<file path="src/rtl/move_input_ctrl.sv">
// Move input controller: validates Row/Col placement requests against the board
// occupancy and the cat position. It keeps the 8x8 blocked bitmap, offers each
// accepted move over a valid/ready handshake, and holds an error flag for a fixed
// time after each rejected request.
module move_input_ctrl #(
  parameter int unsigned ERR_HOLD_CYCLES = 50000000,
  parameter int unsigned CNT_W           = 26
) (
  input  logic        clk,
  input  logic        Reset_n,
  input  logic [7:0]  Row,
  input  logic [7:0]  Col,
  input  logic        center_button,
  input  logic        down_button,
  input  logic [2:0]  cat_row,
  input  logic [2:0]  cat_col,
  input  logic        game_over,
  output logic        mv_valid,
  output logic [2:0]  mv_row,
  output logic [2:0]  mv_col,
  input  logic        mv_ready,
  output logic [63:0] blocked,
  output logic [6:0]  move_count,
  output logic        err,
  output logic [1:0]  err_code,
  output logic        busy
);

  typedef enum logic [1:0] {StIdle, StCheck, StOffer, StError} state_e;

  localparam logic [CNT_W-1:0] CntLast = CNT_W'(ERR_HOLD_CYCLES - 1);

  localparam logic [1:0] CodeNone     = 2'b00;
  localparam logic [1:0] CodeBadSw    = 2'b01;
  localparam logic [1:0] CodeOccupied = 2'b10;
  localparam logic [1:0] CodeCat      = 2'b11;

  state_e           state_q, state_d;
  logic [7:0]       row_q, row_d;
  logic [7:0]       col_q, col_d;
  logic [63:0]      blocked_q, blocked_d;
  logic [6:0]       move_count_q, move_count_d;
  logic             mv_valid_q, mv_valid_d;
  logic [2:0]       mv_row_q, mv_row_d;
  logic [2:0]       mv_col_q, mv_col_d;
  logic             err_q, err_d;
  logic [1:0]       err_code_q, err_code_d;
  logic [CNT_W-1:0] cnt_q, cnt_d;

  // Exactly one bit set; zero or several bits are both rejected.
  function automatic logic is_onehot(input logic [7:0] v);
    return (v != 8'd0) && ((v & (v - 8'd1)) == 8'd0);
  endfunction

  // Index of the set bit of a one-hot byte (LSB is index 0).
  function automatic logic [2:0] enc8(input logic [7:0] v);
    logic [2:0] e;
    e = 3'd0;
    for (int k = 0; k < 8; k++) begin
      if (v[k]) e = 3'(k);
    end
    return e;
  endfunction

  logic [2:0] req_row, req_col;
  logic [5:0] req_idx;

  assign req_row = enc8(row_q);
  assign req_col = enc8(col_q);
  assign req_idx = {req_row, req_col};  // row*8 + col

  // Next-state logic: clear has priority over everything, then the FSM.
  always_comb begin
    state_d      = state_q;
    row_d        = row_q;
    col_d        = col_q;
    blocked_d    = blocked_q;
    move_count_d = move_count_q;
    mv_valid_d   = mv_valid_q;
    mv_row_d     = mv_row_q;
    mv_col_d     = mv_col_q;
    err_d        = err_q;
    err_code_d   = err_code_q;
    cnt_d        = cnt_q;

    if (down_button) begin
      // A handshake in this cycle is dropped: the move is not delivered.
      state_d      = StIdle;
      blocked_d    = '0;
      move_count_d = '0;
      mv_valid_d   = 1'b0;
      err_d        = 1'b0;
      err_code_d   = CodeNone;
      cnt_d        = '0;
    end else begin
      unique case (state_q)
        StIdle: begin
          if (center_button && !game_over) begin
            row_d   = Row;
            col_d   = Col;
            state_d = StCheck;
          end
        end
        StCheck: begin
          if (!is_onehot(row_q) || !is_onehot(col_q)) begin
            err_d      = 1'b1;
            err_code_d = CodeBadSw;
            cnt_d      = '0;
            state_d    = StError;
          end else if (blocked_q[req_idx]) begin
            err_d      = 1'b1;
            err_code_d = CodeOccupied;
            cnt_d      = '0;
            state_d    = StError;
          end else if ((req_row == cat_row) && (req_col == cat_col)) begin
            err_d      = 1'b1;
            err_code_d = CodeCat;
            cnt_d      = '0;
            state_d    = StError;
          end else begin
            blocked_d[req_idx] = 1'b1;
            move_count_d       = move_count_q + 7'd1;
            mv_row_d           = req_row;
            mv_col_d           = req_col;
            mv_valid_d         = 1'b1;
            state_d            = StOffer;
          end
        end
        StOffer: begin
          // game_over does not withdraw an offer already made.
          if (mv_ready) begin
            mv_valid_d = 1'b0;
            state_d    = StIdle;
          end
        end
        StError: begin
          if (cnt_q == CntLast) begin
            err_d      = 1'b0;
            err_code_d = CodeNone;
            cnt_d      = '0;
            state_d    = StIdle;
          end else begin
            cnt_d = cnt_q + 1'b1;
          end
        end
        default: state_d = StIdle;
      endcase
    end
  end

  // State and output registers with asynchronous active-low reset.
  always_ff @(posedge clk or negedge Reset_n) begin
    if (!Reset_n) begin
      state_q      <= StIdle;
      row_q        <= '0;
      col_q        <= '0;
      blocked_q    <= '0;
      move_count_q <= '0;
      mv_valid_q   <= 1'b0;
      mv_row_q     <= '0;
      mv_col_q     <= '0;
      err_q        <= 1'b0;
      err_code_q   <= CodeNone;
      cnt_q        <= '0;
    end else begin
      state_q      <= state_d;
      row_q        <= row_d;
      col_q        <= col_d;
      blocked_q    <= blocked_d;
      move_count_q <= move_count_d;
      mv_valid_q   <= mv_valid_d;
      mv_row_q     <= mv_row_d;
      mv_col_q     <= mv_col_d;
      err_q        <= err_d;
      err_code_q   <= err_code_d;
      cnt_q        <= cnt_d;
    end
  end

  assign mv_valid   = mv_valid_q;
  assign mv_row     = mv_row_q;
  assign mv_col     = mv_col_q;
  assign blocked    = blocked_q;
  assign move_count = move_count_q;
  assign err        = err_q;
  assign err_code   = err_code_q;
  assign busy       = (state_q != StIdle);

endmodule

</file>
<file path="config.mk">
export PLATFORM = sky130hd
export DESIGN_NAME = move_input_ctrl
export DESIGN_NICKNAME = d
export VERILOG_FILES = /design/src/rtl/move_input_ctrl.sv
export SDC_FILE = /design/constraint.sdc
export NUM_CORES = 1
export LEC_CHECK = 0
export CORE_UTILIZATION = 30
export DETAILED_ROUTE_END_ITERATION = 16
export SLEW_MARGIN = 20
export SYNTH_ARGS = -nofsm -noshare
export SYNTH_HDL_FRONTEND = slang
export SYNTH_SLANG_ARGS = --single-unit
</file>
<file path="constraint.sdc">
create_clock -name clk -period 9.1 [get_ports clk]
set_clock_uncertainty 0.2 [all_clocks]
set_input_delay 0.91 -clock clk [delete_from_list [all_inputs] [get_ports clk]]
set_output_delay 0.91 -clock clk [all_outputs]
set_load 0.05 [all_outputs]
</file>
---- Word-level counts from Yosys, hierarchy flattened ----
Cells that the tools add are included.
word-level totals
  logic and storage cells ................. 124
  register bits ........................... 125
  input port bits ......................... 28
  output and inout port bits .............. 82
operators by class
  bitwise logic cells ..................... 7
  muxes and demuxes ....................... 59
  $lt $le $gt $ge ......................... 2
  equality and inequality tests ........... 16
  reductions and logical operators ........ 25
  add/sub/neg operators ................... 4
operator list
  operator               number
  $mux 64                5
  $mux 26                5
  $or 64x64->64          1
  $pmux 26 s2            1
  $mux 7                 5
  $mux 3                 11
  $add 26x1->26 const B  1
  $eq 26x26->1 const B   1
  $mux 2                 9
  $ne 3x3->1 const B     6
  $mux 1                 17
  $and 8x8->8            2
  $logic_not 8->1        2
  $reduce_bool 8->1      2
  $sub 8x1->8 const B    2
  $reduce_and 5->1       2
  $reduce_and 3->1       3
  $pmux 2 s4             1
  $add 7x1->7 const B    1
  $lt 6x7->1 const B     1
  $bmux 1 s6             1
  $demux 1 s6            1
  $eq 3x3->1             2
  $ge 6x1->1 const B     1
  15 further kinds       30

---- Depth between registers and ports, before layout ----
  depth in word-level cells ............... 17
  gate-level depth with buffers ........... 14
  gate-level depth less buffers ........... 10

---- Least setup slack after synthesis ----
OpenSTA, ideal clock, no wires.
  path kind ............................... flip-flop to flip-flop
  start point ............................. register col_q[7]
  end point ............................... register mv_col_q[1] (netlist: mv_col[1])
  arrival time ............................ 2.951 ns
  cell stages (with the launch flop) ...... 13
  period minus slack after synthesis ...... 3.276 ns
  required time ........................... 8.775 ns
  setup slack ............................. 5.824 ns
  cells stage by stage .................... dfrtp_1 > buf_2 > or4_4 > or3_1 > buf_4 > o211ai_2 > a22oi_1 > nor4b_2 > o2111ai_4 > nor2_2 > or3_4 > buf_6 > mux2_4
on the way
  cells in the longest elaborated chain, start to end .. 8
  elaborated cells on any way between the ends .. 16
  classes of those cells .................. add/sub: 1; eq/ne: 1; mux: 3; bitwise: 4; reduce/logical: 7
RTL lines
  what                               line  RTL
  start, declared                    40    logic [7:0] col_q, col_d;
  start signal, assigned             168   col_q <= col_d;
  $sub 8x1->8                        52    return (v != 8'd0) && ((v & (v - 8'd1)) == 8'd0);
  $and 8x8->8                        52
  $logic_not 8->1                    52
  $logic_and 1x1->1                  52
  $logic_not 1->1                    105   if (!is_onehot(row_q) || !is_onehot(col_q)) begin
  $logic_or 1x1->1                   105
  $not 1->1 (no source line)         -
  $reduce_and 5->1 (no source line)  -
  end signal, assigned               173   mv_col_q <= mv_col_d;
  end, declared                      45    logic [2:0] mv_col_q, mv_col_d;
Parallel ways exist; a longest one is shown, timed or not. The select of a mux whose other input is x is not followed.
A chain may end at the register's enable or synchronous reset.

---- Final worst setup path ----
  start point ............................. register col_q[6]
  end point ............................... register cnt_q[9]
on the way
  cells in the longest elaborated chain, start to end .. 9
  elaborated cells on any way between the ends .. 19
  classes of those cells .................. add/sub: 1; eq/ne: 2; mux: 8; bitwise: 1; reduce/logical: 7
RTL lines
  what                  line  RTL
  $sub 8x1->8           52
  $and 8x8->8           52
  $logic_not 8->1       52
  $logic_and 1x1->1     52
  $logic_not 1->1       105
  $logic_or 1x1->1      105
  $mux 26               105
  $pmux 26 s2           96    unique case (state_q)
  $mux 26               86    if (down_button) begin
  end signal, assigned  176   cnt_q <= cnt_d;
  end, declared         48    logic [CNT_W-1:0] cnt_q, cnt_d;
Parallel ways exist; a longest one is shown, timed or not. The select of a mux whose other input is x is not followed.

==> metrics.md <==
| Metric | Value |
|---|---|
| Status | `finished, violations left` |
| Failing checks | `DRC` |
| DIE HEIGHT | `153 um` |
| Largest net degree at the start of global routing | `69` |
| DR iter-0 viols | `633` |
| Post-synth top cells | `dfrtp_1 (125), nand2_1 (87), nor3_1 (39), clkbuf_1 (38), inv_1 (32)` |
| Req. time, crit path | `9160 ps` |
| Worst path arrival time | `4260 ps` |
| Clock transition at path regs | `60 ps` |
| Htree depth | `4` |
| Starting Density | `0.309` |
| 1st-pass router iterations | `12` |
| Port bufs | `109` |
| Post-synthesis adder-cell area fraction | `0.00514` |
| All-Layer GR Usage | `0.202` |
| Net count, final | `842` |
| Design Power | `1.67 mW` |
| Max-slew violations | `0` |
| Syn_nets | `756` |
| Post-CTS Resized | `0` |
| CTS Buf Count | `17` |
| CP startpoint kind | `flip-flop` |
| Hold Crit Depth | `1` |
| Sinks on Clock Net | `125` |
| Simple-Gate Fraction of Synth Area | `0.207` |
| Power per Cell Area | `192 mW/mm2` |
| Clock root buffer | `clkbuf_16` |
| Via count | `6493` |
| Final TNS setup | `0 ps` |
| MaxCap Viol Count | `0` |
| Post-synthesis sequential area ratio | `0.459` |
| Vias in the first global route | `6145` |
| Total grt overflow | `0` |
| Yosys reg bits | `125` |
| Routed WL per cell | `21.1 um` |
| Synth warn | `0` |
| Ratio of cells with drive above 1 in the final layout | `0.119` |
| Via/cell ratio | `5.88` |
| Die width | `153 um` |
| Syn Area/Cell | `9.38 um2` |
| Final Setup Violations | `0` |
| Post-route ant nets | `0` |
| Worst reg2reg path depth | `10` |
| Pre-CTS setup slack | `4980 ps` |
| Max clock buf depth | `2` |
| Num ports | `110` |
| CTS tree | `done` |
| Main flop type after synthesis | `dfrtp_1` |
| Slew HR | `0.351` |
| Dpl hpwl | `16000 um` |
| # rows | `54` |
| Mux contribution to synthesized area | `0.0404` |
| Clock Latency Late Sink | `420 ps` |
| Leak | `3.36 nW` |
| Fraction of registers with async set/reset | `1.00` |
| Worst setup margin | `4900 ps` |
| Count leader, synth | `dfrtp_1` |
| Fmax | `238 MHz` |
| Layout Area Growth over Synthesis | `27.6%` |
| Post-synthesis xor/xnor area fraction | `0.00900` |
| Minimum clock period | `4200 ps` |
| Worst VDD drop | `80.2 uV` |
| Placer Congestion | `0.891` |
| Synth Cell Area | `0.00681 mm2` |
| Crit end category | `flip-flop` |
| Post-route clock period utilization | `0.462` |
| Core area | `0.0220 mm2` |
| Routed Wire Length | `23400 um` |
| First-pass GRT wire length | `36700 um` |
| Largest family of logic cells by synthesized area | `compound AO/OA/AOI/OAI gates` |
| Final hold vios | `0` |
| Critical-path maximum fanout | `54` |
| Residual DRC | `7` |
| Class of the worst hold path | `flip-flop to flip-flop` |
| Number of diodes | `0` |
| Kind of critical path | `flip-flop to flip-flop` |
| Worst-Margin Slew | `973 ps` |
| Non-Filler Instances | `1105` |
| RSZ-0062 raised after global routing | `false` |
| Post-synth EDFFs | `0` |
| Top cells by area, synth | `dfrtp_1 (46%), nand2_1 (4.8%), nor3_1 (2.9%), mux2_2 (2.6%), o32ai_1 (2.4%)` |
| Die Area | `0.0233 mm2` |
| Biggest area consumer among synthesized cells | `dfrtp_1` |
| Hold_buf cts | `0` |
| Compound-Gate Fraction of Synth Area | `0.227` |
| Initial antenna violation count | `0` |
| Post-CTS setup buffer count | `0` |
| Final Hold Slack | `314 ps` |
| Area fraction of the dominant cell type after synthesis | `0.459` |
| Mapped Cells | `726` |
| Placed insts | `1073` |
| Post-synth cell types | `75` |
## critical path, cell delays in order, from the launching register on
cell and delay [ps]:
dfrtp_1 590, inv_1 220, a21oi_1 530, and2_1 520, a211oi_1 160, nor4_1 450
o2111ai_4 260, o21bai_4 220, buf_4 540, o2111a_1 280, a211oi_1 50
## metrics by stage
| step | cell area [um2] | utilization |
|---|---|---|
| global placement | 8120 | 0.369 |
| floorplan | 6810 | - |
| global route | 8690 | 0.395 |
| finish | 8690 | 0.395 |
| detailed placement | 8120 | 0.369 |
| CTS | 8690 | 0.395 |
## logic make-up after synthesis
family / count (synthesis)
flops: 125
compound gates: 207
buf+inv: 87
mux: 23
fa+ha+maj: 3
simple gates: 274
xor+xnor: 7
## registers in the layout, indices dropped and copies added, names as in the netlist
| register | count |
|---|---|
| blocked | 64 |
| cnt_q | 26 |
| col_q | 8 |
| row_q | 8 |
| move_count | 7 |
| mv_col | 3 |
| mv_row | 3 |
| err_code | 2 |
| state_q | 2 |
| err | 1 |
| mv_valid | 1 |
## cell type report
class                      instances  area, um2
clock buffer                      20        447
clock inverter                    12        121
fill                            2160      13300
multi-input combinational        514       3350
inverter                          34        128
timing repair buffer             120       1170
sequential                       125       3130
tap                              280        350
## routing by layer
metal,up-vias,track usage,part of all wire
li1,2910,-,-
met1,3250,0.309,0.48
met2,299,0.280,0.42
met3,34,0.0424,0.079
met4,0,0.0640,0.018
met5,-,0,0
## cell usage in the layout (no fill, tap or decap), types with 4 or more instances in the layout
| cell | n |
|---|---|
| a211o_1 | 5 |
| a211oi_1 | 6 |
| a21boi_0 | 4 |
| a21o_1 | 4 |
| a21oi_1 | 29 |
| a31o_2 | 13 |
| a31oi_1 | 6 |
| and2_1 | 4 |
| and3_1 | 5 |
| buf_4 | 12 |
| clkbuf_16 | 17 |
| clkdlybuf4s50_1 | 107 |
| clkinv_2 | 6 |
| dfrtp_1 | 125 |
| inv_1 | 32 |
| mux2_2 | 16 |
| mux2_4 | 5 |
| nand2_1 | 87 |
| nand2b_1 | 7 |
| nand3_1 | 25 |
| nand4_1 | 14 |
| nor2_1 | 30 |
| nor2b_1 | 6 |
| nor3_1 | 39 |
| nor4_1 | 11 |
| o211ai_1 | 11 |
| o21a_1 | 10 |
| o21ai_0 | 20 |
| o22ai_1 | 12 |
| o2bb2ai_1 | 6 |
| o31ai_1 | 14 |
| o32ai_1 | 19 |
| o41ai_1 | 17 |
| or2_2 | 7 |
| or3_1 | 13 |
| or4_1 | 7 |
| xnor2_1 | 5 |
## power by group
| part | internal, mW | total (mW) | switching (mW) |
|---|---|---|---|
| Clock | 0.407 | 0.664 | 0.257 |
| Sequential | 0.577 | 0.641 | 0.0637 |
| Combinational | 0.122 | 0.365 | 0.243 |
| Total | 1.11 | 1.67 | 0.564 |
## path summary, 6_finish.rpt
check,start,end,slack [ps]
setup reg to reg,col_q[6]$_DFFE_PN0P_,cnt_q[9]$_DFFE_PN0P_,4900
setup / recovery,col_q[6]$_DFFE_PN0P_,cnt_q[9]$_DFFE_PN0P_,4900
min in group asynchronous,Reset_n,blocked[16]$_DFFE_PN0P_,410
hold / removal,mv_row[0]$_DFFE_PN0P_,mv_row[0]$_DFFE_PN0P_,310
max in group asynchronous,Reset_n,err_code[0]$_DFFE_PN0P_,7010
hold reg to reg,mv_row[0]$_DFFE_PN0P_,mv_row[0]$_DFFE_PN0P_,310
(Power assumes the default switching activity.)
